$ cat config.mk
export PLATFORM = sky130hd
export DESIGN_NAME = pulse_generator
export DESIGN_NICKNAME = d
export VERILOG_FILES = /design/src/rtl/pulse_generator_pkg.sv /design/src/rtl/load_down_counter.sv /design/src/rtl/pulse_generator.sv
export SDC_FILE = /design/constraint.sdc
export NUM_CORES = 1
export LEC_CHECK = 0
export BUFFER_PORTS_ARGS = -buffer_cell sky130_fd_sc_hd__buf_2
export CORE_MARGIN = 2
export CORE_UTILIZATION = 51
export DETAILED_ROUTE_END_ITERATION = 16
export PLACE_DENSITY = 0.77
export SETUP_SLACK_MARGIN = 0.02
export SLEW_MARGIN = 30
export SYNTH_ARGS = -nofsm -noshare
export SYNTH_HDL_FRONTEND = slang
export SYNTH_SLANG_ARGS = --single-unit
$ cat constraint.sdc
create_clock -name clock_i -period 2.4 [get_ports clock_i]
set_clock_uncertainty 0.1 [all_clocks]
set_input_delay 0.48 -clock clock_i [delete_from_list [all_inputs] [get_ports clock_i]]
set_output_delay 0.48 -clock clock_i [all_outputs]
set_load 0.05 [all_outputs]
$ cat src/rtl/pulse_generator_pkg.sv
// pulse_generator_pkg: shared state encoding and width helper for the pulse generator
package pulse_generator_pkg;
    localparam logic [1:0] IDLE  = 2'd0;
    localparam logic [1:0] PULSE = 2'd1;
    localparam logic [1:0] DONE  = 2'd2;
    localparam logic [1:0] GAP   = 2'd3;
    function automatic int pg_width(input int max_len);
        return $clog2(max_len + 1);
    endfunction
endpackage

$ cat src/rtl/load_down_counter.sv
// load_down_counter: loadable down-counter that saturates at zero, with an is_one flag
module load_down_counter #(
    parameter int W = 11
) (
    input  logic         clock_i,
    input  logic         reset_i,
    input  logic         load,
    input  logic         enable,
    input  logic [W-1:0] value,
    output logic [W-1:0] count,
    output logic         is_one
);
    assign is_one = count == W'(1);
    // load has priority over counting; the count never goes below zero
    always_ff @(posedge clock_i) begin
        if (reset_i) count <= '0;
        else if (load) count <= value;
        else if (enable && count != '0) count <= count - W'(1);
    end
endmodule

$ cat src/rtl/pulse_generator.sv
// pulse_generator: emits one pulse of a requested length; PULSE_GENERATOR_REPEAT_EN adds square-wave repeat mode
module pulse_generator
    import pulse_generator_pkg::*;
#(
    parameter int MAX_PULSE_LENGTH = 2000,
    localparam int W = pg_width(MAX_PULSE_LENGTH)
) (
    input  logic         clock_i,
    input  logic         reset_i,
    input  logic         start_i,
    input  logic [W-1:0] length_i,
    input  logic         abort_i,
`ifdef PULSE_GENERATOR_REPEAT_EN
    input  logic         repeat_i,
`endif
    output logic         ready_o,
    output logic         pulse_o,
    output logic         busy_o,
    output logic         finished_o,
    output logic [W-1:0] remaining_o
);
    logic [1:0]   state, next_state;
    logic [W-1:0] len_c, count, load_value;
    logic         accept, active, phase_end, is_one, load, rep;
    assign ready_o   = state == IDLE || state == DONE;
    assign accept    = start_i & ready_o & ~abort_i;
    assign len_c     = length_i > W'(MAX_PULSE_LENGTH) ? W'(MAX_PULSE_LENGTH) : length_i;
    assign active    = state == PULSE || state == GAP;
    assign phase_end = active & is_one;
    assign remaining_o = state == PULSE ? count : '0;
`ifdef PULSE_GENERATOR_REPEAT_EN
    logic         repeat_q;
    logic [W-1:0] period_q;
    assign rep        = repeat_q;
    assign load_value = abort_i ? '0 : accept ? len_c : period_q;
    // remember the mode and half-period so each phase can reload the counter
    always_ff @(posedge clock_i) begin
        if (reset_i) begin
            repeat_q <= 1'b0;
            period_q <= '0;
        end else if (accept) begin
            repeat_q <= repeat_i;
            period_q <= len_c;
        end
    end
`else
    assign rep        = 1'b0;
    assign load_value = abort_i ? '0 : len_c;
`endif
    assign load = abort_i | accept | (phase_end & rep);
    load_down_counter #(.W(W)) u_counter (
        .clock_i(clock_i),
        .reset_i(reset_i),
        .load   (load),
        .enable (active),
        .value  (load_value),
        .count  (count),
        .is_one (is_one)
    );
    // abort wins over everything but reset; phases end when the counter shows its last cycle
    always_comb begin
        next_state = abort_i ? IDLE :
                     accept ? (len_c == '0 ? DONE : PULSE) :
                     phase_end ? (state == GAP ? PULSE : rep ? GAP : DONE) :
                     state;
    end
    // state and outputs register together so the pulse starts the cycle after accept
    always_ff @(posedge clock_i) begin
        if (reset_i) begin
            state      <= IDLE;
            pulse_o    <= 1'b0;
            busy_o     <= 1'b0;
            finished_o <= 1'b0;
        end else begin
            state      <= next_state;
            pulse_o    <= next_state == PULSE;
            busy_o     <= next_state == PULSE || next_state == GAP;
            finished_o <= next_state == DONE;
        end
    end
endmodule

### Word-level counts from Yosys, hierarchy flattened

Cells that the tools add are included.

* flip-flop bits (word level): 16
* latch bits: 0
* memory bits (writable): 0
* ROM bits: 0
* output and inout port bits: 15
* memories kept: 0

* add/sub/neg operators: 1
* $mul: 0
* div/mod/pow operators: 0
* order comparisons: 1
* eq/ne operators: 7
* shifts and indexed selects: 0
* mux-type cells: 10
* bitwise logic cells: 5
* reductions and logical operators: 8

Operator list (number)
* 2-to-1 mux 11 bit: 5
* == test 11 x 1 -> 1 bit, second input constant: 1
* > comparator 11 bit, second input constant: 1
* logical NOT 11 bit: 1
* nonzero test 11 bit: 1
* subtractor 11 x 1 -> 11 bit, second input constant: 1
* 2-to-1 mux 2 bit: 5
* == test 2 bit, second input constant: 4
* == test 2 x 1 -> 1 bit, second input constant: 2
* bitwise AND 1 bit: 3
* logical OR 1 bit: 3
* logical NOT 2 bit: 1
* nonzero test 2 bit: 1
* logical AND 1 bit: 1
* inverter 1 bit: 1
* OR 1 bit: 1

### Logic depth before layout (Yosys ltp)

Gate-level depths: netlist of the first run.

* depth after elaboration: 8
* depth in mapped cells: 7
* mapped depth without buffers: 6

### Cells and area by module

From an unflattened synthesis of the first run, not the netlist that was laid out.

* cells, all modules: 140
* area, all modules: 1103.6 um2

By module, submodules not included
* load_down_counter: times used 1, cells an instance 82, area each 668.1 um2
* pulse_generator: times used 1, cells an instance 58, area each 435.4 um2

### Worst setup path before layout of the first run

No wires, ideal clock.

* path type: register to output
* start: register busy_o (netlist name)
* end: output remaining_o[0]
* arrival: 2.029 ns
* data required time: 1.820 ns
* path slack: -0.209 ns
* stages on the path, launching flop included: 4
* buffers on the path: 1
* cell sequence: dfxtp_1 -> buf_6 -> inv_2 -> nor3_1

RTL lines
* end, declared: line pulse_generator.sv:20 `output logic [W-1:0] remaining_o`

==> results.sh, run 1 <==
export IMPL_hpwl_detailed_mm=2.09
export IMPL_drt_first_pass_iters=4
export IMPL_grt_use_total_pct=24.0
export IMPL_synthCells=131
export IMPL_non_filler_instances=187
export IMPL_min_path_type="in -> reg"
export IMPL_yosysWarnings=0
export IMPL_clock_latency_at_the_later_pin_of_the_worst_skew_pair_ns=0.28
export IMPL_hold_buf_count_cts=0
export IMPL_worst_hold_path_endpoint="u_counter.count[3]"
export IMPL_final_hold_viol_count=0
export IMPL_initial_core_util_pct=54.8
export IMPL_postSynth_asyncResetShare_pct=0
export IMPL_power_share_sequential_pct=45.2
export IMPL_placeableCoreArea_um2=2000
export IMPL_grt_use_met3_pct=4.76
export IMPL_timing_critical_path_required_ns=1.82
export IMPL_grt_most_used_layer="met2"
export IMPL_yosysSeqAreaShare_pct=27.4
export IMPL_netlist_cell_type_count=50
export IMPL_drt_wl_total_mm=2.80
export IMPL_leakage_nw=0.546
export IMPL_leading_cell_types_in_the_layout_fill_and_taps_excluded="sky130_fd_sc_hd__buf_2, sky130_fd_sc_hd__dfxtp_1, sky130_fd_sc_hd__nor2_1, sky130_fd_sc_hd__nand2_1, sky130_fd_sc_hd__and2_1"
export IMPL_r2r_worst_path_cells=5
export IMPL_cts_made_buffers=3
export IMPL_finalCoreUtilization_pct=62.7
export IMPL_design_final_nets=179
export IMPL_maxCapViolations=0
export IMPL_r2r_end="u_counter.count[0]"
export IMPL_globalRouteOverflowTotal=0
export IMPL_dr_total_vias=1135
export IMPL_dr_first_iter_drc_count=34
export IMPL_post_synth_main_area_contributors="sky130_fd_sc_hd__dfxtp_1, sky130_fd_sc_hd__and2_1, sky130_fd_sc_hd__buf_6"
export IMPL_die_x_um=50.4
export IMPL_unrepaired_setup_endpoints_after_global_routing="no"
export IMPL_cpPeakStageDelay_ns=0.36
export IMPL_maxClockFrequency_ghz=0.476
export IMPL_cts_resized=0
export IMPL_worst_slack_ns=0.300
export IMPL_crit_path_max_fanout=6
export IMPL_grt_antenna_before_repair=0
export IMPL_synth_area_per_cell_um2=8.38
export IMPL_antenna_violating_nets_post_route=0
export IMPL_cell_taking_the_most_area_after_synthesis="sky130_fd_sc_hd__dfxtp_1"
export IMPL_slowest_stage="sky130_fd_sc_hd__dfxtp_1"
export IMPL_synth_top_cell_area_share_pct=27.4
export IMPL_rows=16
export IMPL_die_height_um=50.4
export IMPL_n_antenna_cell=0
export IMPL_worstPathCellList="inv_2 -> nor2_1 -> buf_4 -> and2_1 -> buf_2"
export IMPL_routed_wire_length_per_instance_um=15.0
export IMPL_global_route_usage_met1_pct=32.5
export IMPL_ioPinCount=30
export IMPL_post_synth_instance_area_um2=1100
export IMPL_instance_count_along_the_most_critical_hold_path=3
export IMPL_total_of_endpoints_with_negative_setup_slack_in_the_final_report=0
export IMPL_worstSetupStartpointType="register"
export IMPL_relSlewSlack_pct=69.3
export IMPL_signal_arrival_time_at_the_worst_endpoint_ns=1.52
export IMPL_h_tree_depth=1
export IMPL_finalCriticalPeriod_ns=2.10
export IMPL_layout_worst_path_cycle_share_pct=87.5
export IMPL_synth_ff_latch_count=15
export IMPL_flow_area_growth_from_synthesis_pct=14.5
export IMPL_ir_worst_vdd_mv=0.354
export IMPL_worst_slew_pin_tran_ns=0.459
export IMPL_synthFlopType="sky130_fd_sc_hd__dfxtp_1"
export IMPL_share_clk_of_total_power_pct=22.9
export IMPL_criticalPathCategory="reg -> out"
export IMPL_detail_route_vias_per_cell=6.07
export IMPL_cts_repair_timing_setup_buffer_count=0
export IMPL_regToRegSetupSlack_ns=0.51
export IMPL_grt_max_degree=17
export IMPL_first_pass_grt_wire_length_mm=4.66
export IMPL_placedCellCount=183
export IMPL_post_route_cells_drive_above_1_share_pct=29.4
export IMPL_numPortBuffers=29
export IMPL_gpl_final_weighted_congestion=0.966
export IMPL_min_delay_start="length_i[3]"
export IMPL_synth_edff_count=0
export IMPL_pwr_density_cell_nw_per_um2=502
export IMPL_layout_cells_most_common="sky130_fd_sc_hd__buf_2"
export IMPL_power_net_switching_mw=0.225
export IMPL_post_route_drc_count=0
export IMPL_cts_sink_count=15
export IMPL_number_of_global_route_vias_before_repair=1029
export IMPL_root_buffer="sky130_fd_sc_hd__clkbuf_4"
export IMPL_rr_startpoint="u_counter.count[6]"
export IMPL_die_area_um2=2540
export IMPL_total_count_of_max_transition_violations_in_the_final_report=0
export IMPL_endpoint_kind="output port"
export IMPL_cts_tree="yes"
export IMPL_worst_setup_hold_path_clk_slew_ns=0.09
export IMPL_run_status="finished, final reports clean"
export IMPL_grt_met2_usage_pct=37.3
export IMPL_switching_share_pct=35.7
export IMPL_cts_max_path_buffers=2
export IMPL_power_frac_comb_pct=31.9
export IMPL_place_worst_setup_slack_ns=0.433
export IMPL_internal_power_mw=0.406
export IMPL_mappedNetlistNets=149
==> worst max-delay path: cells and delay by family (launching register included) <==
| kind | cells | cell delay, ns |
|---|---|---|
| buf+inv | 3 | 0.52 |
| flops | 1 | 0.36 |
| simple gates | 2 | 0.36 |
==> layout make-up <==
| type | count | area (um2) |
|---|---|---|
| fill | 182 | 746 |
| multi-input combinational | 105 | 713 |
| tap | 27 | 33.8 |
| sequential | 15 | 300 |
| inverter | 4 | 15.0 |
| clock buffer | 4 | 26.3 |
| timing repair buffer | 32 | 168 |
==> kinds of logic after synthesis <==
family	Yosys count	share of synthesized area, %
AOI/OAI and AO/OA	37	26.2
xor gates and xnor gates	1	0.798
adders and majority gates	3	3.42
buffers and inverters	11	7.64
DFF	15	27.4
and+or+nand+nor	64	34.5
==> metal layers <==
layer  vias to the layer above  routed length (um)
li1                        557                   -
met1                       523                1230
met3                         6                 218
met5                         -                   0
met4                         0                  31
met2                        49                1320
==> power by group through the flow <==
| stage | clock network, mW | logic [mW] | registers [mW] |
|---|---|---|---|
| 3_5_place_dp | 0 | 0.198 | 0.291 |
| 4_1_cts | 0.151 | 0.198 | 0.285 |
| 3_3_place_gp | 0 | 0.194 | 0.290 |
| 5_1_grt | 0.161 | 0.222 | 0.287 |
| 6_report | 0.145 | 0.201 | 0.285 |
| 2_1_floorplan | 0 | 0.150 | 0.290 |
==> through the flow <==
step	cell area [um2]	hold slack (ns)	setup TNS (ns)	power, mW
floorplan	1100	0.377	-0.418	0.440
global placement	1230	0.413	0	0.483
detailed placement	1230	0.414	0	0.488
CTS	1260	0.347	0	0.634
global route	1260	0.372	0	0.671
finish	1260	0.353	0	0.631
==> how the worst max path moves through the flow <==
stage	startpoint	end	cells after the start
floorplan	busy_o	remaining_o[0]	3
CTS	busy_o	remaining_o[6]	5
global placement	length_i[0]	u_counter.count[0]	6
finish	busy_o	remaining_o[6]	5
detailed placement	length_i[0]	u_counter.count[0]	6
global route	busy_o	remaining_o[6]	5
==> registers in the layout, summed over array words and instances (netlist names) <==
signal and cells:
busy_o 1, finished_o 1, pulse_o 1, state 1, u_counter.count 11
==> cells in the mapped netlist (2+ instances only) <==
| master | number |
|---|---|
| sky130_fd_sc_hd__o41ai_1 | 2 |
| sky130_fd_sc_hd__buf_6 | 5 |
| sky130_fd_sc_hd__or4_1 | 2 |
| sky130_fd_sc_hd__nand4_1 | 4 |
| sky130_fd_sc_hd__inv_1 | 3 |
| sky130_fd_sc_hd__nand3_1 | 2 |
| sky130_fd_sc_hd__ha_1 | 3 |
| sky130_fd_sc_hd__a32oi_1 | 2 |
| sky130_fd_sc_hd__nor3_1 | 7 |
| sky130_fd_sc_hd__a211oi_1 | 2 |
| sky130_fd_sc_hd__a32o_1 | 2 |
| sky130_fd_sc_hd__nand2_1 | 12 |
| sky130_fd_sc_hd__and3_1 | 2 |
| sky130_fd_sc_hd__dfxtp_1 | 15 |
| sky130_fd_sc_hd__o21ai_0 | 2 |
| sky130_fd_sc_hd__o211ai_1 | 4 |
| sky130_fd_sc_hd__a22o_1 | 2 |
| sky130_fd_sc_hd__a21oi_1 | 6 |
| sky130_fd_sc_hd__a21o_1 | 2 |
| sky130_fd_sc_hd__and2_1 | 10 |
| sky130_fd_sc_hd__nor2_1 | 12 |
| sky130_fd_sc_hd__a41o_1 | 2 |
Note: power is estimated with default switching activity, not from simulation.
==> run 2: changes to the inputs <==
MAX_ROUTING_LAYER = met4   (was not set)
SETUP_SLACK_MARGIN = not set   (was 0.02)
clock period = 2.3 ns   (was 2.4 ns; I/O delays follow)
==> run 2 against run 1 <==
Net effect: combinational power grew 4%; via count grew 2.6%; critical endpoint is now remaining_o[8]; die area is the same.
==> results.sh, run 2 (synthesis gave the netlist of run 1 again) <==
export IMPL_run_status="finished, final reports clean"
export IMPL_hpwl_detailed_mm=2.08
export IMPL_first_pass_grt_wire_length_mm=4.82
export IMPL_crit_path_max_fanout=10
export IMPL_placeableCoreArea_um2=2000
export IMPL_ioPinCount=30
export IMPL_drt_first_pass_iters=4
export IMPL_worstSetupStartpointType="register"
export IMPL_design_final_nets=180
export IMPL_instance_count_along_the_most_critical_hold_path=3
export IMPL_r2r_worst_path_cells=5
export IMPL_post_route_cells_drive_above_1_share_pct=30.4
export IMPL_power_share_sequential_pct=44.7
export IMPL_die_height_um=50.4
export IMPL_finalCriticalPeriod_ns=2.12
export IMPL_flow_area_growth_from_synthesis_pct=15.3
export IMPL_drt_wl_total_mm=2.86
export IMPL_unrepaired_setup_endpoints_after_global_routing="no"
export IMPL_cts_sink_count=15
export IMPL_dr_total_vias=1165
export IMPL_ir_worst_vdd_mv=0.374
export IMPL_largest_register="u_counter.count"
export IMPL_worst_slack_ns=0.180
export IMPL_layout_cells_most_common="sky130_fd_sc_hd__buf_2"
export IMPL_leakage_nw=0.552
export IMPL_rows=16
export IMPL_antenna_violating_nets_post_route=0
export IMPL_total_of_endpoints_with_negative_setup_slack_in_the_final_report=0
export IMPL_gpl_final_weighted_congestion=1.01
export IMPL_largest_register_ffs=11
export IMPL_maxClockFrequency_ghz=0.472
export IMPL_n_antenna_cell=0
export IMPL_post_route_drc_count=0
export IMPL_maxCapViolations=0
export IMPL_worst_slew_pin_tran_ns=0.490
export IMPL_grt_antenna_before_repair=0
export IMPL_holdWs_ns=0.316
export IMPL_routed_wire_length_per_instance_um=15.2
export IMPL_root_buffer="sky130_fd_sc_hd__clkbuf_4"
export IMPL_power_frac_comb_pct=31.2
export IMPL_grt_use_total_pct=25.3
export IMPL_place_worst_setup_slack_ns=0.343
export IMPL_timing_critical_path_required_ns=1.74
export IMPL_clock_latency_at_the_later_pin_of_the_worst_skew_pair_ns=0.29
export IMPL_total_count_of_max_transition_violations_in_the_final_report=0
export IMPL_criticalPathCategory="reg -> out"
export IMPL_final_hold_viol_count=0
export IMPL_relSlewSlack_pct=67.2
export IMPL_pwr_density_cell_nw_per_um2=529
export IMPL_signal_arrival_time_at_the_worst_endpoint_ns=1.56
export IMPL_min_path_type="in -> reg"
export IMPL_initial_core_util_pct=54.8
export IMPL_globalRouteOverflowTotal=0
export IMPL_number_of_global_route_vias_before_repair=1020
export IMPL_switching_share_pct=36.5
export IMPL_leading_cell_types_in_the_layout_fill_and_taps_excluded="sky130_fd_sc_hd__buf_2, sky130_fd_sc_hd__dfxtp_1, sky130_fd_sc_hd__nor2_1, sky130_fd_sc_hd__nand2_1, sky130_fd_sc_hd__and2_1"
export IMPL_numPortBuffers=29
export IMPL_worst_setup_hold_path_clk_slew_ns=0.10
export IMPL_die_area_um2=2540
export IMPL_dr_first_iter_drc_count=82
export IMPL_endpoint_kind="output port"
export IMPL_cts_made_buffers=3
export IMPL_total_power_mw=0.670
export IMPL_cts_tree="yes"
export IMPL_detail_route_vias_per_cell=6.20
export IMPL_share_clk_of_total_power_pct=24.1
export IMPL_cts_max_path_buffers=2
export IMPL_grt_max_degree=17
export IMPL_internal_power_mw=0.425
export IMPL_power_net_switching_mw=0.244
export IMPL_die_x_um=50.4
export IMPL_h_tree_depth=1
export IMPL_layout_worst_path_cycle_share_pct=92.2
run 2: timing repair:
| action | CTS | global route |
|---|---|---|
| setup endpoints to repair | 0 | 9 |
| resized for setup | 0 | 1 |
| buffers inserted | 0 | 0 |
| hold buffers | 0 | 0 |
run 2: through the flow:
stage	setup TNS [ns]	cells	util, %	cell area (um2)
floorplan	-0.578	131	-	1100
global placement	0	184	61.8	1240
detailed placement	0	184	61.8	1240
CTS	0	188	63.1	1260
global route	0	188	63.2	1260
finish	0	188	63.2	1260
run 2: area by class of cell:
type | count | area [um2]
multi-input combinational | 105 | 713
fill | 188 | 737
sequential | 15 | 302
timing repair buffer | 33 | 175
tap | 27 | 33.8
clock buffer | 4 | 26.3
inverter | 4 | 15.0
run 2: per-layer routing:
| layer | wire, um | global-route usage (%) | vias up |
|---|---|---|---|
| li1 | - | - | 558 |
| met1 | 1230 | 34.6 | 539 |
| met5 | 0 | - | - |
| met2 | 1380 | 38.8 | 64 |
| met3 | 236 | 5.36 | 4 |
| met4 | 12 | 4.95 | 0 |
run 2: final timing paths:
check	start	to	slack [ns]
min	length_i[1]	u_counter.count[1]	0.32
max reg2reg	u_counter.count[6]	u_counter.count[0]	0.37
max	busy_o	remaining_o[8]	0.18
min reg2reg	u_counter.count[1]	u_counter.count[1]	0.45
run 2: power groups by stage:
stage | Clock, mW | Sequential [mW] | Combinational, mW
floorplan | 0 | 0.303 | 0.156
global placement | 0 | 0.303 | 0.203
detailed placement | 0 | 0.304 | 0.205
CTS | 0.163 | 0.298 | 0.206
global route | 0.174 | 0.302 | 0.233
finish | 0.162 | 0.299 | 0.209
run 2: critical path, cell delays in order (launching register included):
cell and delay [ns]:
sky130_fd_sc_hd__dfxtp_2 0.47, sky130_fd_sc_hd__inv_2 0.09, sky130_fd_sc_hd__nor2_1 0.16, sky130_fd_sc_hd__buf_4 0.17
sky130_fd_sc_hd__and2_1 0.12, sky130_fd_sc_hd__buf_2 0.25
==> run 3: changes to the inputs <==
CORE_UTILIZATION = 45   (was 51)
PLACE_DENSITY = 0.69   (was 0.77)
==> run 3 against run 2 <==
Net effect: clock power decreased by 7%; combinational power decreased by 2%; cell count is the same; via count is 1.5% lower; setup slack better by 0.097 ns; first-iteration DRC count is 45% lower; flip-flop and latch count stayed put; wire length is 3.5% lower; critical path type unchanged; critical endpoint is now remaining_o[7]; non-clock buffer count decreased by 1; critical path depth is the same; core utilization shrank 7.4 points; register-to-register slack better by 0.06 ns.
==> results.sh, run 3 (synthesis gave the netlist of run 1 again) <==
export IMPL_endpoint_kind="output port"
export IMPL_flow_area_growth_from_synthesis_pct=14.7
export IMPL_total_power_mw=0.654
export IMPL_grt_max_degree=17
export IMPL_share_clk_of_total_power_pct=23.1
export IMPL_cts_sink_count=15
export IMPL_run_status="finished, final reports clean"
export IMPL_h_tree_depth=1
export IMPL_min_delay_start="length_i[1]"
export IMPL_rows=17
export IMPL_largest_register_ffs=11
export IMPL_pwr_density_cell_nw_per_um2=520
export IMPL_slowest_stage="sky130_fd_sc_hd__dfxtp_1"
export IMPL_hold_buf_count_cts=0
export IMPL_finalCriticalPeriod_ns=2.02
export IMPL_power_frac_comb_pct=31.2
export IMPL_crit_path_max_fanout=10
export IMPL_cts_repair_timing_setup_buffer_count=0
export IMPL_number_of_global_route_vias_before_repair=966
export IMPL_hpwl_detailed_mm=2.16
export IMPL_globalRouteOverflowTotal=0
export IMPL_regToRegSetupSlack_ns=0.43
export IMPL_cts_made_buffers=3
export IMPL_die_height_um=53.4
export IMPL_internal_power_mw=0.421
export IMPL_total_count_of_max_transition_violations_in_the_final_report=0
export IMPL_cts_resized=0
export IMPL_drt_first_pass_iters=4
export IMPL_numPortBuffers=29
export IMPL_cts_max_path_buffers=2
export IMPL_clock_latency_at_the_later_pin_of_the_worst_skew_pair_ns=0.29
export IMPL_gpl_final_weighted_congestion=0.885
export IMPL_holdWs_ns=0.328
export IMPL_timing_critical_path_buf_inv=3
export IMPL_post_route_cells_drive_above_1_share_pct=30.0
export IMPL_worstPathCellList="inv_2 -> nor2_1 -> buf_4 -> and2_1 -> buf_2"
export IMPL_ioPinCount=30
export IMPL_unrepaired_setup_endpoints_after_global_routing="no"
export IMPL_die_area_um2=2850
export IMPL_leakage_nw=0.549
export IMPL_power_net_switching_mw=0.233
export IMPL_worst_setup_hold_path_clk_slew_ns=0.09
export IMPL_relSlewSlack_pct=70.8
export IMPL_grt_antenna_before_repair=0
export IMPL_die_x_um=53.4
export IMPL_routed_wire_length_per_instance_um=14.7
export IMPL_criticalPathCategory="reg -> out"
export IMPL_detail_route_vias_per_cell=6.10
export IMPL_final_hold_viol_count=0
export IMPL_timing_critical_path_required_ns=1.74
export IMPL_layout_cells_most_common="sky130_fd_sc_hd__buf_2"
export IMPL_worstSetupStartpointType="register"
export IMPL_antenna_violating_nets_post_route=0
export IMPL_signal_arrival_time_at_the_worst_endpoint_ns=1.46
export IMPL_layout_worst_path_cycle_share_pct=87.9
export IMPL_switching_share_pct=35.6
export IMPL_n_antenna_cell=0
export IMPL_min_path_type="in -> reg"
export IMPL_grt_use_total_pct=22.0
export IMPL_placeableCoreArea_um2=2250
export IMPL_leading_cell_types_in_the_layout_fill_and_taps_excluded="sky130_fd_sc_hd__buf_2, sky130_fd_sc_hd__dfxtp_1, sky130_fd_sc_hd__nor2_1, sky130_fd_sc_hd__nand2_1, sky130_fd_sc_hd__and2_1"
export IMPL_drt_wl_total_mm=2.76
export IMPL_post_route_drc_count=0
export IMPL_maxCapViolations=0
export IMPL_total_of_endpoints_with_negative_setup_slack_in_the_final_report=0
export IMPL_design_final_nets=179
export IMPL_largest_register="u_counter.count"
export IMPL_initial_core_util_pct=48.7
export IMPL_rr_startpoint="u_counter.count[0]"
export IMPL_maxClockFrequency_ghz=0.494
export IMPL_worst_path_dominant_cell_family="buffers and inverters"
export IMPL_ir_worst_vdd_mv=0.464
export IMPL_worst_slew_pin_tran_ns=0.437
export IMPL_critical_path_startpoint="busy_o"
export IMPL_cpPeakStageDelay_ns=0.44
export IMPL_dr_first_iter_drc_count=45
export IMPL_root_buffer="sky130_fd_sc_hd__clkbuf_4"
export IMPL_finalCoreUtilization_pct=55.8
export IMPL_final_fill_count=235
export IMPL_power_share_sequential_pct=45.6
export IMPL_first_pass_grt_wire_length_mm=4.38
export IMPL_cts_tree="yes"
export IMPL_dr_total_vias=1147
==> run 3: area by class of cell <==
type / count / area [um2] / area share (%)
flip-flops and latches: 15 / 300 / 23.9
repair buffers: 32 / 168 / 13.3
inverters: 4 / 15.0 / 1.19
well taps: 28 / 35.0 / 2.78
clock buffers: 3 / 22.5 / 1.79
multi-input cells: 105 / 713 / 56.7
clock inverters: 1 / 5.00 / 0.398
==> run 3: per-layer routing <==
layer | part of all wire [%] | track usage, %
met5 | 0 | -
met4 | 1.8 | 9.83
met3 | 6.8 | 2.82
met2 | 48 | 34.8
met1 | 43 | 28.0
==> run 3: path summary, 6_finish.rpt <==
kind	endpoint	cells past startpoint
setup / recovery	remaining_o[7]	5
setup reg to reg	u_counter.count[1]	6
hold reg to reg	u_counter.count[10]	2
hold / removal	u_counter.count[1]	3
==> run 3: metrics by stage <==
stage | worst slack [ns] | std cells | instance area [um2] | TNS, ns
floorplan | -0.289 | 131 | 1100 | -0.578
global placement | 0.303 | 184 | 1230 | 0
detailed placement | 0.321 | 184 | 1230 | 0
CTS | 0.262 | 188 | 1260 | 0
global route | 0.169 | 188 | 1260 | 0
finish | 0.278 | 188 | 1260 | 0
==> run 3: worst register-to-register path, stage by stage, from the launching register on <==
cell	delay, ns
sky130_fd_sc_hd__dfxtp_1	0.42
sky130_fd_sc_hd__inv_1	0.13
sky130_fd_sc_hd__ha_1	0.23
sky130_fd_sc_hd__a41o_1	0.23
sky130_fd_sc_hd__nand2_1	0.36
sky130_fd_sc_hd__nor2_1	0.07
sky130_fd_sc_hd__a211oi_1	0.24
==> run 3: power groups by stage <==
stage	logic (mW)	clock network, mW	registers (mW)
after floorplan	0.156	0	0.303
after global placement	0.201	0	0.303
after detailed placement	0.203	0	0.305
after CTS	0.204	0.158	0.298
after global routing	0.225	0.169	0.301
final	0.204	0.151	0.299
